$ cat src/rtl/ym3012_fp_tx.sv
// ym3012_fp_tx: serial floating-point DAC transmitter (YM3012 format).
// Converts a stereo pair of 16-bit signed samples into 10-bit mantissa + 3-bit exponent
// words and shifts them out LSB-first over a 64-CLK frame.
// Ports:
//   CLK, nRES      master clock / async active-low reset
//   STBI           frame sync, falling edge restarts the frame
//   L_IN, R_IN     signed sample pair, accepted on VALID & READY
//   READY          one-entry input buffer is empty
//   SY, SO         serial bit clock (CLK/2) and serial data
//   SH1, SH2       left / right channel latch strobes
//   UNDERRUN       one-cycle pulse when a frame starts without a new pair
module ym3012_fp_tx (
  input  logic        CLK,
  input  logic        nRES,
  input  logic        STBI,
  input  logic [15:0] L_IN,
  input  logic [15:0] R_IN,
  input  logic        VALID,
  output logic        READY,
  output logic        SY,
  output logic        SO,
  output logic        SH1,
  output logic        SH2,
  output logic        UNDERRUN
);

  // encode(0): mantissa 0, exponent 1
  localparam logic [12:0] EncZero = 13'h0400;

  // Returns {exponent[2:0], mantissa[9:0]}.
  function automatic logic [12:0] encode(input logic [15:0] x);
    logic [2:0] k;
    logic       run;
    logic [2:0] e;
    logic [9:0] m;
    k   = 3'd0;
    run = 1'b1;
    // Count redundant sign bits below the MSB, saturating at 6.
    for (int i = 0; i < 6; i++) begin
      if (run && (x[14-i] == x[15])) begin
        k = k + 3'd1;
      end else begin
        run = 1'b0;
      end
    end
    e = 3'd7 - k;
    m = 10'($signed(x) >>> (e - 3'd1));
    return {e, m};
  endfunction

  logic [5:0]  cnt_q, cnt_d;
  logic        stbi_s1_q, stbi_s2_q, stbi_s3_q;
  logic        resync, load, accept;
  logic        full_q, full_d;
  logic        started_q, started_d;
  logic [31:0] buf_q, buf_d;
  logic [25:0] frame_q, frame_d;
  logic [4:0]  slot;
  logic [15:0] chan_word;
  logic        ready_q, sy_q, so_q, sh1_q, sh2_q, underrun_q;
  logic        ready_d, sy_d, so_d, sh1_d, sh2_d, underrun_d;

  always_comb begin
    resync    = stbi_s3_q & ~stbi_s2_q;
    cnt_d     = resync ? 6'd0 : cnt_q + 6'd1;
    // A resync landing on the natural wrap is still a single load.
    load      = (cnt_d == 6'd0);
    accept    = VALID & ~full_q;
    buf_d     = accept ? {R_IN, L_IN} : buf_q;
    started_d = started_q | accept;

    // An accept into an empty buffer never bypasses into a concurrent load.
    full_d = full_q;
    if (accept) begin
      full_d = 1'b1;
    end else if (load) begin
      full_d = 1'b0;
    end

    frame_d = frame_q;
    if (load && full_q) begin
      frame_d = {encode(buf_q[31:16]), encode(buf_q[15:0])};
    end

    // Outputs are registered from the next-cycle counter and frame.
    slot      = cnt_d[5:1];
    chan_word = slot[4] ? {frame_d[25:13], 3'b000} : {frame_d[12:0], 3'b000};
    so_d       = chan_word[slot[3:0]];
    sy_d       = cnt_d[0];
    sh1_d      = (cnt_d[5:4] == 2'b01);
    sh2_d      = (cnt_d[5:4] == 2'b11);
    ready_d    = ~full_d;
    underrun_d = load & ~full_q & started_q;
  end

  always_ff @(posedge CLK or negedge nRES) begin
    if (!nRES) begin
      cnt_q      <= 6'd0;
      stbi_s1_q  <= 1'b1;
      stbi_s2_q  <= 1'b1;
      stbi_s3_q  <= 1'b1;
      full_q     <= 1'b0;
      started_q  <= 1'b0;
      buf_q      <= 32'd0;
      frame_q    <= {EncZero, EncZero};
      ready_q    <= 1'b1;
      sy_q       <= 1'b0;
      so_q       <= 1'b0;
      sh1_q      <= 1'b0;
      sh2_q      <= 1'b0;
      underrun_q <= 1'b0;
    end else begin
      cnt_q      <= cnt_d;
      stbi_s1_q  <= STBI;
      stbi_s2_q  <= stbi_s1_q;
      stbi_s3_q  <= stbi_s2_q;
      full_q     <= full_d;
      started_q  <= started_d;
      buf_q      <= buf_d;
      frame_q    <= frame_d;
      ready_q    <= ready_d;
      sy_q       <= sy_d;
      so_q       <= so_d;
      sh1_q      <= sh1_d;
      sh2_q      <= sh2_d;
      underrun_q <= underrun_d;
    end
  end

  assign READY    = ready_q;
  assign SY       = sy_q;
  assign SO       = so_q;
  assign SH1      = sh1_q;
  assign SH2      = sh2_q;
  assign UNDERRUN = underrun_q;

endmodule

$ cat config.mk
export PLATFORM = sky130hd
export DESIGN_NAME = ym3012_fp_tx
export DESIGN_NICKNAME = d
export VERILOG_FILES = /design/src/rtl/ym3012_fp_tx.sv
export SDC_FILE = /design/constraint.sdc
export NUM_CORES = 1
export LEC_CHECK = 0
export CAP_MARGIN = 40
export CORE_AREA = 5 5 115 117
export CTS_CLUSTER_DIAMETER = 100
export DETAILED_ROUTE_END_ITERATION = 10
export DIE_AREA = 0 0 120 122
export GPL_TIMING_DRIVEN = 0
export PLACE_DENSITY_LB_ADDON = 0.05
export SLEW_MARGIN = 20
export SYNTH_ARGS = -nofsm -noshare
export SYNTH_HDL_FRONTEND = slang
export SYNTH_SLANG_ARGS = --single-unit
$ cat constraint.sdc
create_clock -name CLK -period 4.5 [get_ports CLK]
set_input_delay 0.675 -clock CLK [delete_from_list [all_inputs] [get_ports CLK]]
set_output_delay 0.675 -clock CLK [all_outputs]
set_load 0.05 [all_outputs]
==> flow_summary.yaml, run 1 <==
synthesis:
  synth_area_leader_cell: "dfrtp_1"
  ys_seq_area_frac: 0.396
  avgSynthCellArea_um2: 10.3
  synth_flop_cell: "dfrtp_1"
  synth.distinct_cells: 66
  synth_edf_count: 0
  synthAdderAreaFrac: 0.0240
  synth_top_family_by_area: "multiplexers"
  yosys_warnings: 0
  yosysMostFrequentCell: "dfrtp_1"
  syn-num-nets: 500
  synth.cell_area_um2: 4690
  synth.top_cell.area_share: 0.362
  synthSimpleGateAreaFrac: 0.138
  ys_seq_elements: 74
  synth-async-reset-ratio: 1.00
  synth_common_cells: "dfrtp_1, nand2_1, mux2i_1, mux2_2, nor2_1"
  synthCells: 455
  synthXorXnorAreaFrac: 0.0346
  synthMuxAreaShare: 0.224
  synth_area_leaders: "dfrtp_1, mux2_2, mux2i_1"
  synth_compound_area_frac: 0.144
cts:
  cts_setup_buffers: 0
  h-tree-depth: 3
  worstSkewPairLatency_ps: 340
  clk_pin_slew_ps: 60
  clockBufferDepth: 2
  cts_num_sinks: 74
  clock-root-buffer: "clkbuf_16"
  cts_buffers: 9
  cts_tree: "built"
detailed_routing:
  firstDrtPassIters: 4
  drt_wl_total_um: 10700
  drtIter0Drc: 139
  ant_nets: 0
  wl_per_cell_um: 16.3
  vias_per_cell: 5.37
  drc_errors: 0
  num_vias: 3551
critical_path:
  critPathArrivalTime_ps: 4320
  critPathCaptureType: "register"
  setup.worst_path.class: "reg -> reg"
  required_ps: 4760
  crit_buf_inv: 1
  crit_family: "multiplexers"
  worstSetupStartpointType: "register"
  crit_fanout: 9
  cp_slowest_stage_delay_ps: 490
  crit_chain: "buf_2 -> or3_1 -> nand2_1 -> ha_1 -> a21oi_1 -> a21oi_1 -> ha_1 -> mux2_2 -> ha_1 -> mux2_2 -> mux2i_1 -> mux2i_1 -> mux4_2 -> a21oi_1 -> o211ai_1 -> a21oi_1"
  cpMostUsedCell: "a21oi_1"
  cpMaxStageDelayCell: "mux4_2"
final_layout:
  area_growth_pct: 19.0
  stdcell_count: 661
  fin_area_um2: 5590
  finish.utilization: 0.456
  layout.nets: 551
  fill_cells: 1170
  drive_gt1_frac: 0.198
  insertedDiodeCount: 0
sta:
  max_slew.worst_pin.slew_ps: 651
  skew_ps: 9.17
  hold_slack_ps: 296
  rsz0062_at_grt: "no"
  fin_crit_ps: 4060
  timing.fmax_mhz: 246
  slew_violations: 0
  max-slew-margin-rel: 0.563
  fin_tns_setup_ps: 0
  post-route-period-util: 0.903
  setup_viol: 0
  finalWorstSetupSlack_ps: 437
  final-hold-violation-count: 0
power_and_ir_drop:
  vdd_drop_max_mv: 0.346
  power_mw: 5.12
  power_density_nw_per_um2: 916
  p_leak_nw: 2.39
floorplanning:
  dieArea_um2: 14600
  die_y_um: 122
  num_rows: 41
  core_um2: 12300
  io_pins: 42
  die_width_um: 120
  start_util: 0.383
placed_design:
  io_buffers: 41
  pre_cts_slack_ps: 314
  dp_cells: 647
  dp_hpwl_um: 8250
  place_area_um2: 5310
  place_congestion: 0.808
global_route:
  grt_pass1_wl_um: 18200
  grt_max_degree: 42
  grt_pass1_vias: 3591
  antenna_found_initial: 0
  grt_usage: 0.159
  grt_overflow: 0
min_path:
  hold_path_class: "in -> async"
run_status:
  status: "finished, final reports clean"
flow_run:
  drv_cap: 0
[logic make-up after synthesis]
kind of cell             Yosys count
AND/OR/NAND/NOR                  136
XOR/XNOR                          13
AO/OA/AOI/OAI                     96
multiplexers                      84
flip-flops                        74
buffers and inverters             43
adder cells (fa/ha/maj)            9
[timing repair]
item	4_1_cts	5_1_grt
setup endpoints to repair	0	1
hold buffers	0	0
gates resized for setup	0	2
[placed cells by master (no fill, tap or decap), types with 5 or more instances in the layout]
| cell | Yosys | layout |
|---|---|---|
| dfrtp_1 | 68 | 68 |
| nand2_1 | 58 | 58 |
| clkdlybuf4s50_1 | 0 | 40 |
| mux2i_1 | 37 | 37 |
| mux2_2 | 33 | 33 |
| nor2_1 | 28 | 28 |
| o21ai_0 | 24 | 24 |
| clkbuf_1 | 22 | 22 |
| a21oi_1 | 22 | 22 |
| nand3_1 | 17 | 17 |
| inv_1 | 13 | 13 |
| mux4_2 | 13 | 13 |
| ha_1 | 9 | 9 |
| clkbuf_16 | 0 | 9 |
| a31oi_1 | 8 | 8 |
| dfstp_2 | 6 | 6 |
| or2_2 | 6 | 6 |
| xnor2_1 | 5 | 5 |
| or3_1 | 5 | 5 |
| o22ai_1 | 5 | 5 |
[worst paths after layout]
kind	to	from	depth (start not counted)	slack, ps
setup reg to reg	SO	buf_q[31]	16	440
setup / recovery	SO	buf_q[31]	16	440
min in group CLK	stbi_s2_q	stbi_s1_q	0	360
max in group asynchronous	stbi_s3_q	nRES	2	3570
hold / removal	buf_q[2]	nRES	1	300
hold reg to reg	stbi_s2_q	stbi_s1_q	0	360
[registers in the layout (all words and copies together) (netlist names)]
name and cells:
READY 1, cnt_q 6, stbi_s2_q 1, UNDERRUN 1
stbi_s3_q 1, SO 1, frame_q 26, stbi_s1_q 1
started_q 1, SH1 1, full_q 1, SH2 1
buf_q 32
[metal layers]
layer / wire length, µm / track usage
met5: 0 / 0
met2: 5020 / 0.250
met1: 5310 / 0.219
met3: 240 / 0.0330
met4: 173 / 0.0558
[area by class of cell]
type,instances,area [µm²],share of cell area
clock inverters,4,45.0,0.00806
plain buffers,27,126,0.0226
repair buffers,42,428,0.0766
well taps,150,188,0.0336
multi-input cells,338,2650,0.474
flip-flops and latches,74,1860,0.333
inverters,14,52.6,0.00941
clock buffers,12,236,0.0423
[where the power goes]
| group | total, mW | switching, mW | leakage (nW) | internal, mW |
|---|---|---|---|---|
| sequential | 1.21 | 0.243 | 0.875 | 0.968 |
| combinational | 3.22 | 1.73 | 1.38 | 1.49 |
| clock | 0.691 | 0.264 | 0.140 | 0.427 |
Power figures use the tool's default switching activity.
==> run 2, diff against run 1 <==
- clock period: 4.5 -> 5.05 ns (I/O delays scaled with it)
==> flow_summary.yaml, run 2 (synthesis results as in run 1) <==
run_status:
  status: "finished, final reports clean"
floorplanning:
  num_rows: 41
  core_um2: 12300
  die_width_um: 120
  die_y_um: 122
  start_util: 0.383
  dieArea_um2: 14600
  io_pins: 42
detailed_routing:
  drtIter0Drc: 127
  drt_wl_total_um: 10700
  firstDrtPassIters: 6
  drc_errors: 0
  vias_per_cell: 5.35
  wl_per_cell_um: 16.2
  num_vias: 3544
  ant_nets: 0
sta:
  setup_viol: 0
  finalWorstSetupSlack_ps: 874
  timing.fmax_mhz: 239
  fin_crit_ps: 4180
  skew_ps: 9.80
  slew_violations: 0
  fin_tns_setup_ps: 0
  final-hold-violation-count: 0
  hold_slack_ps: 356
  max_slew.worst_pin.slew_ps: 663
  post-route-period-util: 0.827
  rsz0062_at_grt: "no"
  max-slew-margin-rel: 0.558
critical_path:
  crit_buf_inv: 1
  cpMaxStageDelayCell: "mux4_2"
  critPathArrivalTime_ps: 4430
  critPathCaptureType: "register"
  crit_fanout: 10
  cp_slowest_stage_delay_ps: 490
  r2r_cells: 16
  crit_family: "multiplexers"
  setup.worst_path.class: "reg -> reg"
  cpMostUsedCell: "a21oi_1"
  worstSetupStartpointType: "register"
  required_ps: 5310
  crit_chain: "clkbuf_1 -> a21oi_1 -> o21bai_1 -> ha_1 -> a21oi_1 -> a21oi_1 -> ha_1 -> mux2_2 -> ha_1 -> mux2_2 -> mux2i_1 -> mux2i_1 -> mux4_2 -> a21oi_1 -> o211ai_1 -> a21oi_1"
  path_depth: 16
cts:
  clock-root-buffer: "clkbuf_16"
  clockBufferDepth: 2
  ctsHoldBuffers: 0
  cts_setup_buffers: 0
  cts-resized-gates: 0
  h-tree-depth: 3
  cts_num_sinks: 74
  worstSkewPairLatency_ps: 340
  cts_buffers: 9
  cts_tree: "built"
  clk_pin_slew_ps: 60
final_layout:
  final_common_cell: "dfrtp_1"
  final_cell_mix: "dfrtp_1, nand2_1, clkdlybuf4s50_1"
  largest_reg_flops: 32
  finish.utilization: 0.456
  area_growth_pct: 19.1
  insertedDiodeCount: 0
  stdcell_count: 663
  drive_gt1_frac: 0.195
  reg_top3: "buf_q x32, frame_q x26, cnt_q x6"
  fin_area_um2: 5590
  regMostFlops: "buf_q"
  layout.nets: 553
placed_design:
  dp_cells: 647
  pre_cts_slack_ps: 864
  io_buffers: 41
  place_congestion: 0.808
  place_area_um2: 5310
  dp_hpwl_um: 8250
power_and_ir_drop:
  p_seq_frac: 0.234
  switching_share: 0.437
  power_density_nw_per_um2: 816
  p_leak_nw: 2.39
  power_frac_comb: 0.631
  vdd_drop_max_mv: 0.308
  power_mw: 4.56
  net-switching-power_mw: 1.99
  p_int_mw: 2.57
  p_clk_frac: 0.135
min_path:
  holdPathStages: 0
  hold_path_class: "reg -> reg"
global_route:
  grt_usage: 0.159
  grt_pass1_vias: 3591
  antenna_found_initial: 0
  grt_pass1_wl_um: 18200
  grt_overflow: 0
  grt_max_degree: 42
flow_run:
  drv_cap: 0
run 2: cell count changes in the layout (fill, tap and decap cells not counted):
cell and delta:
clkbuf_2 -1, clkbuf_1 +3
run 2: worst paths after layout:
path                       startpoint        end  slack [ps]
setup / recovery            buf_q[29]         SO         870
hold / removal              stbi_s1_q  stbi_s2_q         360
setup reg to reg            buf_q[29]         SO         870
hold reg to reg             stbi_s1_q  stbi_s2_q         360
max in group asynchronous        nRES  stbi_s3_q        4040
min in group asynchronous        nRES   buf_q[2]         370
run 2: worst register-to-register path: stages (launching register included):
cell and delay, ps:
dfrtp_1 350, clkbuf_1 320, a21oi_1 120, o21bai_1 170, ha_1 330, a21oi_1 50, a21oi_1 300, ha_1 350
mux2_2 290, ha_1 310, mux2_2 280, mux2i_1 150, mux2i_1 120, mux4_2 490, a21oi_1 190, o211ai_1 110
a21oi_1 170
run 2: layer usage:
layer | track usage | vias to the layer above | wire length [µm]
met2 | 0.250 | 54 | 4950
met1 | 0.219 | 1722 | 5340
met4 | 0.0558 | 0 | 191
li1 | - | 1756 | -
met3 | 0.0330 | 12 | 253
met5 | 0 | - | 0
run 2: layout make-up:
cell class	count	area [µm²]
Buffer	29	133
Clock buffer	12	236
Clock inverter	4	45.0
Fill cell	1172	6670
Inverter	14	52.6
Multi-Input combinational cell	338	2650
Sequential cell	74	1860
Tap cell	150	188
Timing Repair Buffer	42	428
run 2: power by group through the flow:
stage | Sequential (mW) | Clock (mW) | Combinational, mW
after floorplan | 1.04 | 0 | 2.30
after global placement | 1.07 | 0 | 2.86
after detailed placement | 1.08 | 0 | 2.90
after CTS | 1.07 | 0.640 | 2.91
after global routing | 1.11 | 0.656 | 3.21
final | 1.07 | 0.616 | 2.88
==> run 3, diff against run 2 <==
- clock period: 5.05 -> 3.91 ns (I/O delays scaled with it)
==> flow_summary.yaml, run 3 (synthesis results as in run 1) <==
floorplanning:
  core_um2: 12300
  io_pins: 42
  dieArea_um2: 14600
  die_width_um: 120
  num_rows: 41
  die_y_um: 122
  start_util: 0.383
global_route:
  grt_pass1_vias: 3612
  antenna_found_initial: 0
  grt_usage: 0.160
  grt_max_degree: 42
  grt_overflow: 0
  grt_pass1_wl_um: 18300
cts:
  clockBufferDepth: 2
  clock-root-buffer: "clkbuf_16"
  h-tree-depth: 3
  cts_buffers: 9
  ctsHoldBuffers: 0
  cts_tree: "built"
  worstSkewPairLatency_ps: 340
  clk_pin_slew_ps: 60
  cts_num_sinks: 74
final_layout:
  layout.nets: 558
  largest_reg_flops: 32
  multi_input_area_um2: 2760
  fill_cells: 1155
  regMostFlops: "buf_q"
  final_cell_mix: "dfrtp_1, nand2_1, clkdlybuf4s50_1"
  final-seq-area_um2: 1860
  reg_top3: "buf_q x32, frame_q x26, cnt_q x6"
  drive_gt1_frac: 0.251
  area_growth_pct: 22.8
  insertedDiodeCount: 0
  final_common_cell: "dfrtp_1"
critical_path:
  crit_buf_inv: 0
  path_depth: 15
  crit_chain: "or3_4 -> nand2_2 -> ha_4 -> a21oi_4 -> a21oi_4 -> ha_4 -> mux2_2 -> ha_1 -> mux2_2 -> mux2i_1 -> mux2i_1 -> mux4_2 -> a21oi_2 -> o211ai_1 -> a21oi_1"
  cpMaxStageDelayCell: "mux4_2"
  crit_end: "SO"
  crit_family: "multiplexers"
  r2r_cells: 15
  r2r_slack_ps: 160
  cp-startpoint: "buf_q[30]"
  critPathArrivalTime_ps: 4010
  setup.worst_path.class: "reg -> reg"
  r2r_end: "SO"
  r2r_start: "buf_q[30]"
  critPathCaptureType: "register"
  cp_slowest_stage_delay_ps: 500
  crit_fanout: 7
  required_ps: 4170
  worstSetupStartpointType: "register"
sta:
  max-slew-margin-rel: 0.563
  finalWorstSetupSlack_ps: 160
  max_slew.worst_pin.slew_ps: 650
  post-route-period-util: 0.959
  final-hold-violation-count: 0
  setup_viol: 0
  skew_ps: 9.35
  timing.fmax_mhz: 267
  fin_crit_ps: 3750
  slew_violations: 0
placed_design:
  dp_hpwl_um: 8250
  io_buffers: 41
  pre_cts_slack_ps: -276
  place_congestion: 0.808
detailed_routing:
  vias_per_cell: 5.33
  wl_per_cell_um: 16.3
  drt_wl_total_um: 10900
  num_vias: 3563
  firstDrtPassIters: 4
  drc_errors: 0
  drtIter0Drc: 140
  ant_nets: 0
power_and_ir_drop:
  vdd_drop_max_mv: 0.415
  power_density_nw_per_um2: 1080
  p_leak_nw: 2.43
  power_mw: 6.20
flow_run:
  drv_cap: 0
min_path:
  hold_path_class: "in -> async"
run_status:
  status: "finished, final reports clean"
[run 3: cell types whose count changed in the layout (fill, tap and decap cells not counted), moves of 2 or more]
cell / before / now
a21oi_1: 22 / 19
a21oi_4: 0 / 2
buf_2: 4 / 2
buf_4: 2 / 11
clkbuf_1: 25 / 21
dfrtp_1: 68 / 64
dfrtp_2: 0 / 4
ha_1: 9 / 5
ha_4: 0 / 3
nand2_1: 58 / 55
nand2_2: 1 / 4
or2_2: 6 / 4
or2_4: 0 / 2
[run 3: area by class of cell]
cell class,count,share of cell area
Multi-Input combinational cell,338,0.479
Sequential cell,74,0.323
Timing Repair Buffer,50,0.0847
Clock buffer,12,0.0410
Tap cell,150,0.0326
Buffer,26,0.0221
Inverter,14,0.00912
Clock inverter,4,0.00781
[run 3: where the power goes]
group / total [mW] / switching [mW] / internal [mW]
combinational: 3.99 / 2.08 / 1.91
sequential: 1.41 / 0.293 / 1.12
clock: 0.797 / 0.306 / 0.491
[run 3: metrics by stage]
stage / cell area [µm²] / utilization / std cells / hold slack [ps] / TNS [ps]
2_1_floorplan: 4690 / - / 455 / 291 / 0
3_3_place_gp: 5290 / 0.432 / 646 / 346 / -32350
3_5_place_dp: 5310 / 0.433 / 647 / 348 / -352
4_1_cts: 5680 / 0.463 / 665 / 217 / 0
5_1_grt: 5760 / 0.470 / 668 / 243 / -15.1
6_report: 5760 / 0.470 / 668 / 205 / 0
[run 3: worst min path at each step]
| stage | slack, ps | cells past startpoint | endpoint |
|---|---|---|---|
| 4_1_cts | 220 | 1 | frame_q[8] |
| 3_3_place_gp | 350 | 0 | stbi_s2_q |
| 5_1_grt | 240 | 1 | buf_q[2] |
| 6_report | 200 | 1 | buf_q[2] |
| 2_1_floorplan | 290 | 0 | SH1 |
| 3_5_place_dp | 350 | 0 | stbi_s2_q |
[run 3: metal layers]
metal | up-vias | wire length [µm] | GRT usage | part of all wire
met1 | 1732 | 5340 | 0.218 | 0.49
met2 | 55 | 5140 | 0.254 | 0.47
met3 | 13 | 242 | 0.0330 | 0.022
met5 | - | 0 | 0 | 0
met4 | 0 | 195 | 0.0558 | 0.018
li1 | 1763 | - | - | -
[run 3: repair_timing]
action,4_1_cts,5_1_grt
hold endpoints to repair,0,0
resized for setup,14,18
buffers inserted,3,5
endpoints found under the setup margin,6,5
pin swaps,5,11
